## src/rtl/cozy_bus_decoder.sv

```systemverilog
// Address decoder and read-data mux for the cozy CPU bus: one-hot slave enables,
// gated byte-write enables, one-cycle read select and a sticky unmapped-write fault log.
module cozy_bus_decoder #(
  parameter int                NCH           = 2,
  parameter logic [NCH*16-1:0] REGION_BASE   = {16'hff80, 16'h0000},
  parameter logic [NCH*5-1:0]  REGION_BITS   = {5'd7, 5'd13},
  parameter logic [15:0]       UNMAPPED_DATA = 16'h0000
) (
  input  logic              clk,
  input  logic              reset,
  input  logic [15:0]       cpu_addr,
  input  logic [1:0]        cpu_bwe,
  output logic [15:0]       cpu_drd,
  output logic [NCH-1:0]    slv_ce,
  output logic [2*NCH-1:0]  slv_bwe,
  input  logic [16*NCH-1:0] slv_drd,
  output logic              fault,
  output logic [15:0]       fault_addr,
  output logic [7:0]        fault_count,
  input  logic              fault_clear
);

  if (NCH < 1 || NCH > 8) begin : g_bad_nch
    $error("cozy_bus_decoder: NCH must be in 1..8");
  end

  logic [NCH-1:0] hit;

  // Each channel matches on the address bits above its region size.
  for (genvar i = 0; i < NCH; i++) begin : g_ch
    localparam int          BITS      = int'(REGION_BITS[5*i +: 5]);
    localparam logic [15:0] BASE      = REGION_BASE[16*i +: 16];
    localparam logic [16:0] SPAN_MASK = (17'd1 << BITS) - 17'd1;
    localparam logic [15:0] LOW_MASK  = SPAN_MASK[15:0];

    if (BITS > 16) begin : g_bad_bits
      $error("cozy_bus_decoder: REGION_BITS exceeds 16");
    end
    if ((BASE & LOW_MASK) != 16'h0000) begin : g_bad_base
      $error("cozy_bus_decoder: region base not aligned to region size");
    end

    assign hit[i] = ((cpu_addr ^ BASE) & ~LOW_MASK) == 16'h0000;
  end

  // Lowest-indexed hit wins.
  always_comb begin
    logic found;
    slv_ce = '0;
    found  = 1'b0;
    for (int i = 0; i < NCH; i++) begin
      if (hit[i] && !found) begin
        slv_ce[i] = 1'b1;
        found     = 1'b1;
      end
    end
  end

  always_comb begin
    slv_bwe = '0;
    for (int i = 0; i < NCH; i++) begin
      slv_bwe[2*i +: 2] = slv_ce[i] ? cpu_bwe : 2'b00;
    end
  end

  logic [NCH-1:0] sel_d, sel_q;

  assign sel_d = slv_ce;

  // sel_q is one-hot or zero, so OR-ing the gated channels is a clean mux.
  always_comb begin
    logic [15:0] mux;
    mux = '0;
    for (int i = 0; i < NCH; i++) begin
      if (sel_q[i]) mux = mux | slv_drd[16*i +: 16];
    end
    cpu_drd = (sel_q == '0) ? UNMAPPED_DATA : mux;
  end

  logic        unmapped_wr;
  logic        fault_d, fault_q;
  logic [15:0] fault_addr_d, fault_addr_q;
  logic [7:0]  fault_count_d, fault_count_q;

  assign unmapped_wr = (cpu_bwe != 2'b00) && (hit == '0);

  // A clear and a new fault in the same cycle: the clear is applied first.
  always_comb begin
    fault_d       = fault_q;
    fault_addr_d  = fault_addr_q;
    fault_count_d = fault_count_q;
    if (fault_clear) begin
      fault_d       = 1'b0;
      fault_addr_d  = 16'h0000;
      fault_count_d = 8'h00;
    end
    if (unmapped_wr) begin
      if (!fault_d) begin
        fault_d       = 1'b1;
        fault_addr_d  = cpu_addr;
        fault_count_d = 8'h01;
      end else if (fault_count_d != 8'hff) begin
        fault_count_d = fault_count_d + 8'h01;
      end
    end
  end

  always_ff @(posedge clk or posedge reset) begin
    if (reset) begin
      sel_q         <= '0;
      fault_q       <= 1'b0;
      fault_addr_q  <= 16'h0000;
      fault_count_q <= 8'h00;
    end else begin
      sel_q         <= sel_d;
      fault_q       <= fault_d;
      fault_addr_q  <= fault_addr_d;
      fault_count_q <= fault_count_d;
    end
  end

  assign fault       = fault_q;
  assign fault_addr  = fault_addr_q;
  assign fault_count = fault_count_q;

endmodule

```

## config.mk

```make
export PLATFORM = sky130hd
export DESIGN_NAME = cozy_bus_decoder
export DESIGN_NICKNAME = d
export VERILOG_FILES = /design/src/rtl/cozy_bus_decoder.sv
export SDC_FILE = /design/constraint.sdc
export NUM_CORES = 1
export LEC_CHECK = 0
export CORE_MARGIN = 5
export CORE_UTILIZATION = 36
export CTS_CLUSTER_DIAMETER = 30
export CTS_CLUSTER_SIZE = 30
export DETAILED_ROUTE_END_ITERATION = 10
export PLACE_DENSITY_LB_ADDON = 0.12
export SLEW_MARGIN = 25
export SYNTH_ARGS = -nofsm -noshare
export SYNTH_HDL_FRONTEND = slang
export SYNTH_SLANG_ARGS = --single-unit
```

## constraint.sdc

```tcl
create_clock -name clk -period 2.1 [get_ports clk]
set_input_delay 0.42 -clock clk [delete_from_list [all_inputs] [get_ports clk]]
set_output_delay 0.42 -clock clk [all_outputs]
set_load 0.005 [all_outputs]
```

# Yosys cells after proc, flatten, opt, wreduce, memory -nomap -nowiden
# Index checks and enable logic that the tools add are counted.
dict set report classes {
  bitwise_logic 2
  n_eq_ne 1
  n_reduce_logical 8
  add_sub_neg 1
  muxes 16
}
# op count
set op_table {}
lappend op_table {{$mux W16} 6}
lappend op_table {{$logic_not A16 Y1} 2}
lappend op_table {{$mux W8} 4}
lappend op_table {{$or A16 B16 Y16} 1}
lappend op_table {{$not A9 Y9} 1}
lappend op_table {{$add A8 B1 Y8 const B} 1}
lappend op_table {{$ne A8 B8 Y1 const B} 1}
lappend op_table {{$logic_not A2 Y1} 2}
lappend op_table {{$mux W1} 4}
lappend op_table {{$mux W2} 2}
lappend op_table {{$logic_and A1 B1 Y1} 2}
lappend op_table {{$reduce_bool A2 Y1} 1}
lappend op_table {{$logic_not A1 Y1} 1}
dict set report totals {
  in_bits 53
  out_inout_bits 47
  ff_bits 27
}

# Logic depth before layout (Yosys ltp)
# Gate-level depths: netlist of the first run.
dict set report depth {
  ltp_word 6
  ltp_mapped 6
}

# Worst setup path before layout of the first run
# No wires, ideal clock.
dict set report synth_timing {
  path_type {input to register}
  start {input cpu_addr[15]}
  end {register fault_addr_q[10], in the netlist fault_addr[10]}
  path_buffers 2
  setup_slack_ns 0.363
  arrival_time_ns 1.609
  cell_stages 6
  setup_ns 0.127
  cell_sequence {o32a_1 o31a_1 buf_2 nand2_4 buf_6 mux2_1}
}
dict set report synth_via {
  elab_chain_len 5
  word_cells_on_any_way 6
  cone_classes {1 x mux; 1 x bitwise; 4 x reduce/logical}
}
# item line_no
set synth_rtl {}
lappend synth_rtl {{start: declaration} 11} ;# input logic [15:0] cpu_addr,
lappend synth_rtl {{$not A9 Y9 (no source line)} n/a}
lappend synth_rtl {{$logic_not A16 Y1} 43} ;# assign hit[i] = ((cpu_addr ^ BASE) & ~LOW_MASK) == 16'h0000;
lappend synth_rtl {{$logic_not A2 Y1 *} 85} ;# assign unmapped_wr = (cpu_bwe != 2'b00) && (hit == '0);
lappend synth_rtl {{$logic_and A1 B1 Y1 *} 85}
lappend synth_rtl {{$mux W16 *} 97} ;# if (unmapped_wr) begin
lappend synth_rtl {{named net fault_addr_d[10]} 82} ;# logic [15:0] fault_addr_d, fault_addr_q;
lappend synth_rtl {{end signal: assignment} 117} ;# fault_addr_q <= fault_addr_d;
lappend synth_rtl {{end: declaration} 82}
# Mark *: on every way through the listed nets, which the timed path passes. The rest lies on a longest branch.

# Final worst setup path of the first run
dict set report layout_timing {
  start {input cpu_addr[10]}
  end {output slv_bwe[3]}
}
dict set report layout_via {
  elab_chain_len 5
}
# item line_no
set layout_rtl {}
lappend layout_rtl {{$not A9 Y9 (no source line)} n/a}
lappend layout_rtl {{$logic_not A16 Y1} 43}
lappend layout_rtl {{$logic_and A1 B1 Y1} 52} ;# if (hit[i] && !found) begin
lappend layout_rtl {{$mux W1} 52}
lappend layout_rtl {{$mux W2} 62} ;# slv_bwe[2*i +: 2] = slv_ce[i] ? cpu_bwe : 2'b00;
lappend layout_rtl {{end: declaration} 15} ;# output logic [2*NCH-1:0] slv_bwe,
# Every way passes these cells.

==> flow_summary.json, run 1 <==
{
  "synthesis.nets": 197,
  "hpwlAfterDp_mm": 3.96,
  "avgSynthCellArea_um2": 10.6,
  "rows": 23,
  "portBuffers": 99,
  "crit_chain": "clkdlybuf4s50_1, nand2_2, nor3_4, and2_4, dlygate4sd2_1",
  "syn_to_final_growth_pct": 86.3,
  "cts_buffers": 3,
  "die_h_um": 75.0,
  "clkLatencyLatePin_ns": 0.27,
  "postSynthCellCount": 144,
  "multi_input_area_um2": 847,
  "min_period_ns": 2.05,
  "tightestPinTransition_ns": 0.495,
  "ant_nets": 0,
  "crit_required_ns": 1.68,
  "cp_top_family": "buffers and inverters",
  "ir_worst_vdd_mv": 0.500,
  "ys_async_sr_fraction_pct": 100,
  "gp_congestion": 0.814,
  "dpl.cell_count": 296,
  "synth.cell_area_um2": 1520,
  "antenna_found_initial": 0,
  "fin_area_um2": 2830,
  "grt.total_usage_pct": 18.2,
  "path_clk_slew_ns": 0.10,
  "critPathMaxStageDelay_ns": 0.51,
  "placed_area_um2": 2630,
  "crit_buf_inv": 2,
  "dieArea_um2": 5630,
  "first_iter_violations": 55,
  "min_path_type": "in -> reg",
  "cp-end-kind": "output pin",
  "finalCritPeriodShare_pct": 97.7,
  "regArea_um2": 678,
  "initial_core_util_pct": 37.5,
  "slew-limit-headroom_pct": 66.9,
  "start_kind": "input pin",
  "fin_util_pct": 69.8,
  "rsz0062_at_grt": "no",
  "ys_ff_latch": 27,
  "instances_no_fill": 313,
  "avgViaCountPerCell": 5.27,
  "p_leak_uw": 0.00128,
  "fmax_mhz": 487,
  "core-area_um2": 4060,
  "grt_pass1_vias": 1692,
  "slew_violations": 0,
  "max_cap_viol_count": 0,
  "gr-total-overflow": 0,
  "setup.worst_path.class": "in -> out",
  "synthFlopType": "dfrtp_1",
  "antenna_cells": 0,
  "dr.pass1.iters": 5,
  "fillCellCount": 307,
  "synth_edf_count": 0,
  "via_count": 1649,
  "power.total_uw": 1290,
  "htreeDepth": 1,
  "drt-total-wl_mm": 5.40,
  "yosys_warnings": 0,
  "grt_pass1_wl_mm": 7.96,
  "post_drt_wl_per_cell_um": 17.3,
  "grt_max_degree": 19,
  "arrival_ns": 1.63,
  "io_pins": 100,
  "finalHoldViolations": 0,
  "finalSetupViolCount": 0,
  "ctsLongestPathBuffers": 2,
  "critPathMaxFanout": 3,
  "cts_sinks": 27,
  "drive_above_1_share_pct": 18.6,
  "die_x_um": 75.0,
  "yosysSeqAreaShare_pct": 44.4,
  "synth_cell_type_count": 32,
  "final_net_count": 317,
  "cts_root_buf": "clkbuf_8",
  "post-route-drc-count": 0,
  "powerDensity_nw_per_um2": 455,
  "reg2reg_slack_ns": 0.45,
  "status": "complete, no violations",
  "hold-worst-slack_ns": 0.411,
  "slowest_stage": "clkdlybuf4s50_1",
  "cts_tree": "yes",
  "clock_skew_ns": 0.00812
}
## per-layer routing
metal / global-route usage [%] / share of wire (%) / vias up
li1: - / - / 769
met1: 19.7 / 38 / 783
met2: 34.5 / 50 / 89
met3: 4.94 / 11 / 8
met4: 4.94 / 1.6 / 0
met5: 0 / 0 / -
## path summary, 6_finish.rpt
path                                start        endpoint  cells past startpoint
setup / recovery             cpu_addr[10]      slv_bwe[3]                      5
hold / removal               cpu_addr[11]  fault_addr[11]                      2
setup reg to reg           fault_count[1]  fault_count[2]                      4
hold reg to reg             fault_addr[8]   fault_addr[8]                      2
max in group asynchronous           reset        sel_q[0]                      3
min in group asynchronous           reset   fault_addr[5]                      2
## layout make-up
cell class	instances	area share, %
inverter	3	0.397
clock buffer	3	1.46
multi-input combinational	104	29.9
clock inverter	1	0.177
timing repair buffer	125	41.9
tap	50	2.21
sequential	27	23.9
## cell families after synthesis
group / count (synthesis) / share of synthesized area, %
AND/OR/NAND/NOR: 50 / 19.7
AO/OA/AOI/OAI: 37 / 19.2
flip-flops: 27 / 44.4
multiplexers: 16 / 11.8
buffers and inverters: 14 / 4.77
## registers in the layout, summed over array words and instances, names as in the netlist
register and cells:
fault 1, fault_addr 16, fault_count 8, sel_q 2
## Yosys cell counts, types with 2 or more instances
cell type / instances / area, um^2
a211oi_1: 3 / 22.5
a21oi_1: 5 / 25.0
a22o_1: 16 / 140
a31o_1: 2 / 17.5
a31oi_1: 4 / 25.0
a41oi_1: 2 / 17.5
and2_1: 6 / 37.5
and2b_1: 3 / 22.5
and4b_1: 2 / 20.0
buf_6: 2 / 22.5
clkbuf_1: 7 / 26.3
dfrtp_1: 27 / 676
inv_1: 3 / 11.3
mux2_1: 16 / 180
nand2_1: 7 / 26.3
nand3_1: 2 / 10.0
nand4_1: 3 / 18.8
nor2_1: 3 / 11.3
nor2b_1: 14 / 87.6
nor3_1: 5 / 25.0
## cells in the final DEF (no fill, tap or decap), types with 2 or more instances in the layout
master,synthesis,final
clkdlybuf4s50_1,0,85
dfrtp_1,27,25
buf_4,1,25
a22o_1,16,16
nor2b_1,14,14
dlygate4sd2_1,0,10
mux2_4,0,8
mux2_1,16,8
nand2_1,7,6
and2_1,6,5
a21oi_1,5,5
a31oi_1,4,4
nand4_1,3,3
and2b_1,3,3
nor3_1,5,3
a211oi_1,3,3
inv_1,3,3
nor2_1,3,3
clkbuf_8,0,3
dlymetal6s2s_1,0,3
nand2_4,1,2
and4b_1,2,2
a31o_1,2,2
a41oi_1,2,2
nor3_4,0,2
dfrtp_2,0,2
## metrics by stage
step,setup TNS [ns],setup slack [ns]
6_report,0,0.0474
5_1_grt,0,0.00841
4_1_cts,-0.909,-0.0644
3_5_place_dp,-4.63,-0.428
3_3_place_gp,-3.14,-0.314
2_1_floorplan,0,0.363
## power breakdown
| part | leakage (uW) | switching, uW | internal (uW) |
|---|---|---|---|
| registers | 0.000346 | 32.9 | 561 |
| logic | 0.000910 | 137 | 264 |
| clock network | 0.0000255 | 162 | 133 |
| total | 0.00128 | 333 | 958 |
## worst register-to-register path: stages, from the launching register on
cell and delay [ns]:
dfrtp_1 0.47, and4b_1 0.28, a31o_1 0.24, or4_1 0.41, a31oi_1 0.17
## repair_timing
action | in CTS | in global routing
hold buffers | 0 | 0
pin swaps | 5 | 4
hold endpoints to repair | 0 | 0
resized for setup | 19 | 16
gates cloned | 0 | 1
setup buffers | 12 | 0
endpoints found under the setup margin | 6 | 37
(Power assumes the default switching activity.)
==> run 2, diff against run 1 <==
SLEW_MARGIN = 20   (was 25)
==> results of run 2 <==
Same layout as run 1: the final DEF is identical, and so are final timing and power.
